### src/rtl/triangulo_pkg.sv
// rtl/triangulo_pkg.sv - shared types and widths for the triangle scan generator
// Contents:
//   COORD_W   coordinate width (12)
//   CONT_W    transfer counter width (25, holds up to 2^24 points)
//   coord_t   unsigned screen coordinate
//   estado_t  scan FSM states
//   clamp_max clamps a coordinate to an upper limit

package triangulo_pkg;
   localparam int COORD_W = 12;
   localparam int CONT_W  = 25;

   typedef logic [COORD_W-1:0] coord_t;

   typedef enum logic [1:0] {
      IDLE  = 2'd0,
      CAIXA = 2'd1,
      VARRE = 2'd2,
      FIM   = 2'd3
   } estado_t;

   function automatic coord_t clamp_max(input coord_t v, input coord_t lim);
      return (v > lim) ? lim : v;
   endfunction
endpackage

### src/rtl/minmax3.sv
// rtl/minmax3.sv - combinational minimum and maximum of three coordinates
// Ports:
//   a, b, c  in   coordinates to compare (unsigned)
//   mn       out  smallest of a, b, c
//   mx       out  largest of a, b, c

module minmax3
   import triangulo_pkg::*;
(
   input  coord_t a,
   input  coord_t b,
   input  coord_t c,
   output coord_t mn,
   output coord_t mx
);
   coord_t min_ab;
   coord_t max_ab;

   always_comb begin
      min_ab = (a < b) ? a : b;
      max_ab = (a > b) ? a : b;
      mn     = (min_ab < c) ? min_ab : c;
      mx     = (max_ab > c) ? max_ab : c;
   end
endmodule

### src/rtl/varredura_triangulo.sv
// rtl/varredura_triangulo.sv - bounding-box raster scan generator for a triangle
// Latches three vertices on start/pronto, computes their inclusive bounding
// box, then streams every point of the box in raster order over a
// valid/ready interface while presenting the latched vertices.
// Optional feature macro: VARREDURA_CLIP_EN (clip the box to LARGURA x ALTURA).
// Ports:
//   clk, rst_n                  clock, asynchronous active-low reset
//   start / pronto              vertex handshake (accept on start && pronto)
//   v1x..v3y                    vertex inputs, sampled on accept
//   pt1X..pt3Y                  latched vertices
//   ptX, ptY                    current candidate point
//   pt_valid / pt_ready         point handshake
//   pt_last                     current point is the last of the box
//   fim                         one-cycle pulse at the end of a scan
//   contagem                    points transferred in the current/last scan

module varredura_triangulo
   import triangulo_pkg::*;
#(
   parameter int LARGURA = 640,
   parameter int ALTURA  = 480
)(
   input  logic              clk,
   input  logic              rst_n,
   input  logic              start,
   output logic              pronto,
   input  logic [11:0]       v1x,
   input  logic [11:0]       v1y,
   input  logic [11:0]       v2x,
   input  logic [11:0]       v2y,
   input  logic [11:0]       v3x,
   input  logic [11:0]       v3y,
   output logic [11:0]       pt1X,
   output logic [11:0]       pt1Y,
   output logic [11:0]       pt2X,
   output logic [11:0]       pt2Y,
   output logic [11:0]       pt3X,
   output logic [11:0]       pt3Y,
   output logic [11:0]       ptX,
   output logic [11:0]       ptY,
   output logic              pt_valid,
   input  logic              pt_ready,
   output logic              pt_last,
   output logic              fim,
   output logic [CONT_W-1:0] contagem
);
   estado_t estado_q, estado_d;
   coord_t  p1x_q, p1y_q, p2x_q, p2y_q, p3x_q, p3y_q;
   coord_t  p1x_d, p1y_d, p2x_d, p2y_d, p3x_d, p3y_d;
   coord_t  xmin_q, xmax_q, ymin_q, ymax_q;
   coord_t  xmin_d, xmax_d, ymin_d, ymax_d;
   coord_t  pt_x_q, pt_y_q, pt_x_d, pt_y_d;
   logic    pronto_q, pronto_d;
   logic    pt_valid_q, pt_valid_d;
   logic    pt_last_q, pt_last_d;
   logic    fim_q, fim_d;
   logic [CONT_W-1:0] contagem_q, contagem_d;

   coord_t  bx_min, bx_max, by_min, by_max;
   coord_t  x_hi, y_hi;
   logic    vazio;

   minmax3 u_mm_x (.a(p1x_q), .b(p2x_q), .c(p3x_q), .mn(bx_min), .mx(bx_max));
   minmax3 u_mm_y (.a(p1y_q), .b(p2y_q), .c(p3y_q), .mn(by_min), .mx(by_max));

`ifdef VARREDURA_CLIP_EN
   localparam coord_t X_LIM = coord_t'(LARGURA - 1);
   localparam coord_t Y_LIM = coord_t'(ALTURA - 1);

   always_comb begin
      x_hi  = clamp_max(bx_max, X_LIM);
      y_hi  = clamp_max(by_max, Y_LIM);
      // Box starts off-screen: nothing to scan at all.
      vazio = (bx_min > X_LIM) || (by_min > Y_LIM);
   end
`else
   logic unused_dims;
   assign unused_dims = (LARGURA != 0) ^ (ALTURA != 0);

   always_comb begin
      x_hi  = bx_max;
      y_hi  = by_max;
      vazio = 1'b0;
   end
`endif

   always_comb begin
      estado_d   = estado_q;
      p1x_d      = p1x_q;
      p1y_d      = p1y_q;
      p2x_d      = p2x_q;
      p2y_d      = p2y_q;
      p3x_d      = p3x_q;
      p3y_d      = p3y_q;
      xmin_d     = xmin_q;
      xmax_d     = xmax_q;
      ymin_d     = ymin_q;
      ymax_d     = ymax_q;
      pt_x_d     = pt_x_q;
      pt_y_d     = pt_y_q;
      pt_valid_d = pt_valid_q;
      pt_last_d  = pt_last_q;
      contagem_d = contagem_q;

      unique case (estado_q)
         IDLE: begin
            // pronto_q is high only in IDLE, so it alone qualifies the accept.
            if (start && pronto_q) begin
               p1x_d      = v1x;
               p1y_d      = v1y;
               p2x_d      = v2x;
               p2y_d      = v2y;
               p3x_d      = v3x;
               p3y_d      = v3y;
               contagem_d = '0;
               estado_d   = CAIXA;
            end
         end
         CAIXA: begin
            xmin_d = bx_min;
            xmax_d = x_hi;
            ymin_d = by_min;
            ymax_d = y_hi;
            pt_x_d = bx_min;
            pt_y_d = by_min;
            if (vazio) begin
               estado_d = FIM;
            end else begin
               pt_valid_d = 1'b1;
               pt_last_d  = (bx_min == x_hi) && (by_min == y_hi);
               estado_d   = VARRE;
            end
         end
         VARRE: begin
            if (pt_ready) begin
               contagem_d = contagem_q + CONT_W'(1);
               if (pt_x_q < xmax_q) begin
                  pt_x_d    = pt_x_q + 12'd1;
                  pt_last_d = ((pt_x_q + 12'd1) == xmax_q) && (pt_y_q == ymax_q);
               end else if (pt_y_q < ymax_q) begin
                  pt_x_d    = xmin_q;
                  pt_y_d    = pt_y_q + 12'd1;
                  pt_last_d = (xmin_q == xmax_q) && ((pt_y_q + 12'd1) == ymax_q);
               end else begin
                  pt_valid_d = 1'b0;
                  pt_last_d  = 1'b0;
                  estado_d   = FIM;
               end
            end
         end
         FIM: begin
            estado_d = IDLE;
         end
         default: begin
            estado_d = IDLE;
         end
      endcase

      // Registered flags derived from the next state keep outputs glitch-free.
      pronto_d = (estado_d == IDLE);
      fim_d    = (estado_d == FIM);
   end

   always_ff @(posedge clk or negedge rst_n) begin
      if (!rst_n) begin
         estado_q   <= IDLE;
         p1x_q      <= '0;
         p1y_q      <= '0;
         p2x_q      <= '0;
         p2y_q      <= '0;
         p3x_q      <= '0;
         p3y_q      <= '0;
         xmin_q     <= '0;
         xmax_q     <= '0;
         ymin_q     <= '0;
         ymax_q     <= '0;
         pt_x_q     <= '0;
         pt_y_q     <= '0;
         pronto_q   <= 1'b0;
         pt_valid_q <= 1'b0;
         pt_last_q  <= 1'b0;
         fim_q      <= 1'b0;
         contagem_q <= '0;
      end else begin
         estado_q   <= estado_d;
         p1x_q      <= p1x_d;
         p1y_q      <= p1y_d;
         p2x_q      <= p2x_d;
         p2y_q      <= p2y_d;
         p3x_q      <= p3x_d;
         p3y_q      <= p3y_d;
         xmin_q     <= xmin_d;
         xmax_q     <= xmax_d;
         ymin_q     <= ymin_d;
         ymax_q     <= ymax_d;
         pt_x_q     <= pt_x_d;
         pt_y_q     <= pt_y_d;
         pronto_q   <= pronto_d;
         pt_valid_q <= pt_valid_d;
         pt_last_q  <= pt_last_d;
         fim_q      <= fim_d;
         contagem_q <= contagem_d;
      end
   end

   assign pronto   = pronto_q;
   assign pt1X     = p1x_q;
   assign pt1Y     = p1y_q;
   assign pt2X     = p2x_q;
   assign pt2Y     = p2y_q;
   assign pt3X     = p3x_q;
   assign pt3Y     = p3y_q;
   assign ptX      = pt_x_q;
   assign ptY      = pt_y_q;
   assign pt_valid = pt_valid_q;
   assign pt_last  = pt_last_q;
   assign fim      = fim_q;
   assign contagem = contagem_q;
endmodule

### config.mk
export PLATFORM = sky130hd
export DESIGN_NAME = varredura_triangulo
export DESIGN_NICKNAME = d
export VERILOG_FILES = /design/src/rtl/triangulo_pkg.sv /design/src/rtl/minmax3.sv /design/src/rtl/varredura_triangulo.sv
export SDC_FILE = /design/constraint.sdc
export NUM_CORES = 1
export LEC_CHECK = 0
export CAP_MARGIN = 20
export CELL_PAD_IN_SITES_DETAIL_PLACEMENT = 1
export CELL_PAD_IN_SITES_GLOBAL_PLACEMENT = 1
export CORE_MARGIN = 3
export CORE_UTILIZATION = 37
export DETAILED_ROUTE_END_ITERATION = 7
export PLACE_DENSITY_LB_ADDON = 0.15
export SKIP_CTS_REPAIR_TIMING = 1
export SYNTH_ARGS = -nofsm -noshare
export SYNTH_HDL_FRONTEND = slang
export SYNTH_HIERARCHICAL = 1
export SYNTH_SLANG_ARGS = --single-unit
### constraint.sdc
create_clock -name clk -period 5.2 [get_ports clk]
set_clock_uncertainty 0.05 [all_clocks]
set_input_delay 0.78 -clock clk [delete_from_list [all_inputs] [get_ports clk]]
set_output_delay 0.78 -clock clk [all_outputs]
set_load 0.1 [all_outputs]
==> metrics.yaml, run 1 <==
grt.met2_usage: 0.4164
cp-start-kind: "flip-flop"
fill_cells: 3511
netlist_top_cells_area: "dfrtp_1, ha_1, mux2_2, nand2_1, mux2_4"
synth_cells: 1284
nets: 1703
crit_required_ps: 5520
finalCritPeriodShare: 0.9599
multiInputGateArea_sq_um: 7321
dr_total_vias: 10370
start_util: 0.3782
r2r_start: "pt2Y[7]"
ys_ff_latch: 163
track_usage: 0.2272
grt_pass1_wl_mm: 60.66
syn_nets: 1460
dpl_cell_area_sq_um: 14410
antenna_left: 0
worst_pin_slew_ps: 1078
r2r_cells: 21
synthesis.yosys.warnings: 6
largest_reg_flops: 25
cts_made_buffers: 17
syn_area_per_cell_sq_um: 9.081
r2r_end: "pt_last"
final-max-slew-violation-count: 0
postLayoutCellArea_sq_um: 15500
insertion_delay_ps: 440
dr.pass1.iters: 5
cts_tree: "built"
layout_commonest_cell: "nand2_1"
met1_usage: 0.2758
setup_viol: 0
cp_max_fo: 5
drcViolationCount: 0
routed_wire_length_per_instance_um: 20.20
die_h_um: 183.5
clockBufferDepth: 2
async_reset_ff_frac: 1.000
grt_pass1_vias: 11110
worstHoldPathType: "in2async"
cts.sinks: 163
yosysTopAreaCell: "dfrtp_1"
gp_congestion: 0.8606
syn_area_sq_um: 11660
setup.worst_path.class: "reg2reg"
synth-edff-count: 0
cp.arrival_ps: 5320
vias_per_cell: 5.358
synth.distinct_cells: 73
groute.layer.met3.usage: 0.03779
rows: 64
finalHoldViolations: 0
core_region_area_sq_um: 30830
drt_iter0_drc: 462
drive_gt1_frac: 0.2039
hpwl_mm: 28.74
regArea_sq_um: 4128
routed_wl_mm: 39.12
synth_top_area_frac: 0.3498
maxCapViolCount: 0
die_width_um: 183.5
worst_setup_path_end_kind: "flip-flop"
status: "finished clean"
final_cell_mix: "nand2_1, clkdlybuf4s50_1, dfrtp_1"
grt-busiest-layer: "met2"
max_freq_mhz: 200.3
areaGrowthSynthToFinish_pct: 32.92
hold-worst-slack_ps: 328.5
clk_pin_slew_worst_paths_ps: 70
diodes: 0
fin_crit_ps: 4991
htreeDepth: 4
io_pins: 201
ys_seq_area_frac: 0.3498
die_area_sq_um: 33680
grt_max_degree: 87
synthFlopType: "dfrtp_1"
io_buffers: 200
overflow: 0
root_buffer: "clkbuf_16"
relSlewSlack: 0.2790
antenna_found_initial: 0
ff2ff_setup_slack_ps: 210
## worst max-delay path by stage
| stage | cells after the start | endpoint | startpoint |
|---|---|---|---|
| global route | 22 | pt_last | pt2Y[7] |
| floorplan | 22 | pt_last | pt1X[6] |
| finish | 21 | pt_last | pt2Y[7] |
| detailed placement | 22 | pt_last | pt1Y[7] |
| CTS | 22 | pt_last | pt1Y[7] |
| global placement | 22 | pt_last | pt1Y[7] |
## routing by layer
layer	up-vias	part of all wire	wire, um
met5	-	0	0
met1	5195	0.42	16520
li1	4926	-	-
met3	40	0.036	1404
met4	0	0.017	646
met2	213	0.53	20550
## Yosys cell counts (4+ instances only)
cell type / instances
o21bai_1: 4
and2_1: 6
o2111ai_1: 5
o21a_1: 6
ha_1: 100
nand3_1: 29
o21ai_0: 50
clkbuf_1: 30
mux2_2: 99
nand2b_1: 7
a21o_1: 9
buf_2: 11
or3_1: 4
o21ai_1: 5
xor2_1: 49
nor2_1: 53
nor2b_1: 4
mux2_4: 29
nor4_1: 9
nor3_1: 11
nand2_1: 283
buf_6: 6
nand4_1: 33
inv_1: 86
dfrtp_1: 163
xnor2_1: 41
and3_1: 18
mux2i_1: 7
a211oi_1: 7
a21oi_1: 46
o22ai_1: 11
## final cells by class
class / instances / area share
Tap cell: 396 / 0.03197
Clock buffer: 22 / 0.03060
Clock inverter: 10 / 0.007912
Timing Repair Buffer: 275 / 0.1700
Sequential cell: 163 / 0.2663
Multi-Input combinational cell: 984 / 0.4724
Inverter: 86 / 0.02083
## cell families (layout without fill, tap and decap cells)
family / count (synthesis) / in the layout / synth area share
AOI/OAI and AO/OA: 183 / 183 / 0.1036
xor gates and xnor gates: 90 / 90 / 0.06760
buffers and inverters: 137 / 393 / 0.04968
and+or+nand+nor: 473 / 473 / 0.1802
DFF: 163 / 163 / 0.3498
adders and majority gates: 100 / 100 / 0.1073
muxes: 138 / 138 / 0.1419
## metrics by stage
step / util / setup WS, ps / setup TNS, ps / cells
final: 0.5027 / 208.6 / 0 / 1936
after global routing: 0.5027 / -21.85 / -21.85 / 1936
after floorplan: - / 8.078 / 0 / 1284
after CTS: 0.4866 / -243.9 / -243.9 / 1916
after global placement: 0.4673 / 86.15 / 0 / 1884
after detailed placement: 0.4673 / -152.7 / -152.7 / 1884
## worst max-delay path: stages, from the launching register on
cell and delay, ps:
dfrtp_4 480, inv_2 70, ha_4 200, a41o_1 230
a21oi_2 130, o2bb2ai_2 100, nor2_4 190, buf_6 140
buf_4 120, mux2_2 350, ha_1 340, a2111oi_4 420
o311ai_2 180, o21ai_2 280, clkbuf_16 200, buf_4 100
mux2_2 360, xnor2_2 220, nand4_1 140, nor4_2 290
o32a_1 190, o31a_1 120
Power of run 1 is left out: the tool's default activity adds up to more than one toggle a clock period on the data nets, which glitch-free logic cannot reach.
==> run 2, diff against run 1 <==
- SETUP_SLACK_MARGIN: default -> 0.02
==> metrics.yaml, run 2 (synthesis gave the netlist of run 1 again) <==
io_pins: 201  # unchanged
insertion_delay_ps: 440  # about the same
dr.pass1.iters: 5  # unchanged
overflow: 0  # unchanged
r2r_start: "pt2Y[7]"
areaGrowthSynthToFinish_pct: 32.61
finalCritPeriodShare: 0.9941  # +0.03418
status: "finished clean"
maxCapViolCount: 0  # unchanged
layout_commonest_cell: "nand2_1"
antenna_found_initial: 0  # unchanged
grt_pass1_vias: 10960  # -1.4%
clk_pin_slew_worst_paths_ps: 70  # about the same
vias_per_cell: 5.323  # -0.67%
hpwl_mm: 28.82  # +0.29%
routed_wire_length_per_instance_um: 20.34  # +0.66%
cp-start-kind: "flip-flop"
slowest_stage: "dfrtp_4"
drive_gt1_frac: 0.2069  # +0.003000
cts_made_buffers: 17  # unchanged
finalHoldViolations: 0  # unchanged
drcViolationCount: 0  # unchanged
dr_total_vias: 10290  # -0.82%
worstHoldPathType: "in2async"
grt_max_degree: 83  # -4.6%
die_width_um: 183.5  # unchanged
die_area_sq_um: 33680  # unchanged
cpPeakStageDelay_ps: 490  # about the same
worst_pin_slew_ps: 1073  # -5.285 ps
cts.sinks: 163  # unchanged
relSlewSlack: 0.2826  # +0.003534
postLayoutCellArea_sq_um: 15460  # -0.23%
drt_iter0_drc: 439  # -5.0%
root_buffer: "clkbuf_16"
crit_chain: "inv_4, ha_4, a41o_1, a21oi_2, o2bb2ai_2, buf_4, o21ai_2, buf_12, mux2_2, ha_1, o21ai_0, o21ai_0, o2111ai_1, a32oi_1, buf_4, mux2_2, xnor2_2, nand4_1, nor3_1, nand3_1, nor4_2, o32a_1, o31a_1"
gp_congestion: 0.8745  # +1.6%
fill_cells: 3485  # -0.74%
worst_setup_path_end_kind: "flip-flop"
htreeDepth: 4  # unchanged
ff2ff_setup_slack_ps: 30  # -180 ps
io_buffers: 200  # unchanged
final-max-slew-violation-count: 0  # unchanged
r2r_cells: 23  # +9.5%
final_cell_mix: "nand2_1, clkdlybuf4s50_1, dfrtp_1"
start_util: 0.3782  # unchanged
dpl_cell_area_sq_um: 14420  # +0.10%
final_core_util: 0.5015  # -0.001177
clockBufferDepth: 2  # unchanged
rows: 64  # unchanged
pre_cts_ws_ps: -163.4  # -10.68 ps
multiInputGateArea_sq_um: 7345  # +0.32%
crit_required_ps: 5530  # about the same
nets: 1700  # -0.18%
setup_viol: 0  # unchanged
r2r_end: "pt_last"
regArea_sq_um: 4130  # about the same
largest_reg_flops: 25  # unchanged
grt_pass1_wl_mm: 60.82  # +0.26%
cts_tree: "built"
fin_crit_ps: 5169  # +177.7 ps
setup.worst_path.class: "reg2reg"
diodes: 0  # unchanged
routed_wl_mm: 39.31  # +0.50%
placed_cells: 1884  # unchanged
track_usage: 0.2270  # about the same
stdcell_count: 1933  # -0.15%
antenna_left: 0  # unchanged
core_region_area_sq_um: 30830  # unchanged
cp.arrival_ps: 5500  # +180 ps
worst_slack_ps: 30.88  # -177.7 ps
die_h_um: 183.5  # unchanged
grt_setup_unrepaired: "yes"
max_freq_mhz: 193.5  # -3.4%
cp_max_fo: 12  # +7
## run 2: cell count changes in the layout (fill, tap and decap cells not counted), moves of 2 or more
| cell | delta |
|---|---|
| ha_4 | +4 |
| buf_6 | -4 |
| dfrtp_1 | -2 |
| clkinv_4 | +3 |
| dfrtp_2 | +2 |
| clkbuf_1 | -2 |
| ha_1 | -5 |
| bufinv_16 | -2 |
## run 2: worst max path at each step
stage	startpoint	end	depth (start not counted)
4_1_cts	pt1Y[7]	pt_last	22
6_report	pt2Y[7]	pt_last	23
2_1_floorplan	pt2X[5]	pt_last	23
3_5_place_dp	pt1Y[7]	pt_last	22
5_1_grt	pt2Y[5]	pt_last	21
3_3_place_gp	pt1Y[7]	pt_last	22
## run 2: per-stage QoR
stage | hold WS [ps] | setup TNS (ps)
finish | 354.2 | 0
detailed placement | 484.2 | -163.4
global route | 390.1 | -171.4
floorplan | 434.4 | 0
global placement | 471.5 | -0.01599
CTS | 384.8 | -237.6
## run 2: final cells by class
cell class / instances / area share
Tap cell: 396 / 0.03204
Clock inverter: 13 / 0.006716
Inverter: 86 / 0.02104
Clock buffer: 19 / 0.02929
Sequential cell: 163 / 0.2671
Multi-Input combinational cell: 984 / 0.4750
Timing Repair Buffer: 272 / 0.1688
## run 2: worst max-delay path: cells and delay by family (launching register included)
family | cells | cell delay (ps)
buf+inv | 4 | 620
fa+ha+maj | 2 | 510
simple gates | 4 | 680
xor+xnor | 1 | 200
flops | 1 | 490
compound gates | 10 | 1780
mux | 2 | 780
## run 2: metal layers
layer / vias up / global-route usage / share of wire
li1: 4913 / - / -
met1: 5130 / 0.2827 / 0.42
met2: 199 / 0.4133 / 0.52
met3: 47 / 0.03660 / 0.038
met4: 0 / 0.05027 / 0.016
met5: - / 0 / 0
Power of run 2 is left out for the same reason.
==> run 3, diff against run 2 <==
- CORE_ASPECT_RATIO: default -> 1.1
- CORE_UTILIZATION: 37 -> 41
- SLEW_MARGIN: default -> 30
- clock period: 5.2 -> 5.8 ns (I/O delays scaled with it)
==> metrics.yaml, run 3 (synthesis gave the netlist of run 1 again) <==
dpl_cell_area_sq_um: 14000  # -2.9%
overflow: 0  # unchanged
postLayoutCellArea_sq_um: 14670  # -5.1%
final-max-slew-violation-count: 0  # unchanged
die_h_um: 182.9  # -0.35%
cp-start-kind: "flip-flop"
cts_tree: "built"
gp_congestion: 0.8308  # -5.0%
die_width_um: 166.8  # -9.1%
maxCapViolCount: 0  # unchanged
slowest_stage: "dfrtp_1"
drive_gt1_frac: 0.1414  # -0.06548
grt_pass1_wl_mm: 58.98  # -3.0%
die_area_sq_um: 30500  # -9.4%
routed_wl_mm: 36.67  # -6.7%
worst_slack_ps: 380.6  # +349.7 ps
status: "finished clean"
fin_setup_tns_ps: 0  # unchanged
crit_required_ps: 6130  # +600 ps
drcViolationCount: 0  # unchanged
pre_cts_ws_ps: 292.8  # +456.2 ps
setup_viol: 0  # unchanged
clockBufferDepth: 2  # unchanged
antenna_left: 0  # unchanged
io_buffers: 200  # unchanged
fin_crit_ps: 5419  # +250.3 ps
io_pins: 201  # unchanged
cp_max_fo: 7  # -5
finalCritPeriodShare: 0.9344  # -0.05968
largest_reg_flops: 25  # unchanged
dr.pass1.iters: 4  # -1
clk_pin_slew_worst_paths_ps: 70  # about the same
cts_made_buffers: 17  # unchanged
layout_commonest_cell: "nand2_1"
finalHoldViolations: 0  # unchanged
max_freq_mhz: 184.5  # -4.6%
relSlewSlack: 0.3027  # +0.02010
rows: 64  # unchanged
final_cell_mix: "nand2_1, clkdlybuf4s50_1, dfrtp_1"
htreeDepth: 4  # unchanged
grt_max_degree: 64  # -23%
fill_cells: 3229  # -7.3%
setup.worst_path.class: "reg2reg"
worst_pin_slew_ps: 1043  # -30.05 ps
insertion_delay_ps: 440  # about the same
cpPeakStageDelay_ps: 440  # -50 ps
antenna_found_initial: 0  # unchanged
drt_iter0_drc: 505  # +15%
routed_wire_length_per_instance_um: 19.84  # -2.4%
ff2ff_setup_slack_ps: 380  # +350 ps
nets: 1648  # -3.1%
areaGrowthSynthToFinish_pct: 25.84
track_usage: 0.2402  # +0.01327
dr_total_vias: 10100  # -1.9%
r2r_cells: 22  # -4.3%
vias_per_cell: 5.464  # +2.6%
hpwl_mm: 28.06  # -2.7%
crit_chain: "inv_1, ha_1, a41o_1, a21oi_2, o2bb2ai_2, o21ai_4, buf_4, mux2_4, ha_1, o21ai_0, o21ai_0, o2111ai_1, a32oi_4, buf_4, mux2_2, xnor2_1, nand4_1, nor3_1, nand3_1, nor4_1, o32a_1, o31a_1"
worstHoldPathType: "in2async"
r2r_start: "pt2X[7]"
worst_setup_path_end_kind: "flip-flop"
core_region_area_sq_um: 27950  # -9.4%
cp.arrival_ps: 5750  # +250 ps
cts.sinks: 163  # unchanged
root_buffer: "clkbuf_16"
diodes: 0  # unchanged
r2r_end: "pt_last"
grt_pass1_vias: 10840  # -1.1%
grt_setup_unrepaired: "no"
start_util: 0.4172  # +0.03901
## run 3: cell types whose count changed in the layout (fill, tap and decap cells not counted), sizes merged
cell and change:
bufinv +2, inv +2, buf -49, clkinvlp -2
clkinv -3, clkdlybuf4s50 -2
## run 3: final cells by class
| cell class | instances | area, sq um | area share |
|---|---|---|---|
| Timing Repair Buffer | 220 | 2147 | 0.1463 |
| Clock buffer | 20 | 466.7 | 0.03181 |
| Clock inverter | 12 | 145.1 | 0.009892 |
| Tap cell | 363 | 454.2 | 0.03095 |
| Multi-Input combinational cell | 984 | 7058 | 0.4810 |
| Inverter | 86 | 322.8 | 0.02200 |
| Sequential cell | 163 | 4079 | 0.2780 |
## run 3: worst max path at each step
stage,from,end,cells past startpoint
floorplan,pt2Y[7],pt_last,22
global placement,pt2X[7],pt_last,22
detailed placement,pt2X[7],pt_last,22
CTS,pt2X[7],pt_last,22
global route,pt2X[7],pt_last,22
finish,pt2X[7],pt_last,22
## run 3: metrics by stage
stage            util  cells  hold WS, ps
2_1_floorplan       -   1284        434.9
3_3_place_gp   0.5014   1815        447.2
3_5_place_dp   0.5010   1815        478.5
4_1_cts        0.5229   1847        319.4
5_1_grt        0.5250   1848        341.1
6_report       0.5250   1848        315.6
## run 3: routing by layer
| layer | part of all wire | routed length, um | vias to the layer above | GRT usage |
|---|---|---|---|---|
| met4 | 0.020 | 740 | 0 | 0.06568 |
| met1 | 0.44 | 16290 | 5029 | 0.3041 |
| met2 | 0.50 | 18270 | 210 | 0.4268 |
| li1 | - | - | 4817 | - |
| met5 | 0 | 0 | - | 0 |
| met3 | 0.037 | 1366 | 41 | 0.04053 |
## run 3: critical path, delay by kind of cell (launching register included)
kind	cells	cell delay [ps]
flops	1	440
buf+inv	3	540
fa+ha+maj	2	640
compound gates	10	1980
simple gates	4	760
mux	2	690
xor+xnor	1	250
Power of run 3 is left out for the same reason.
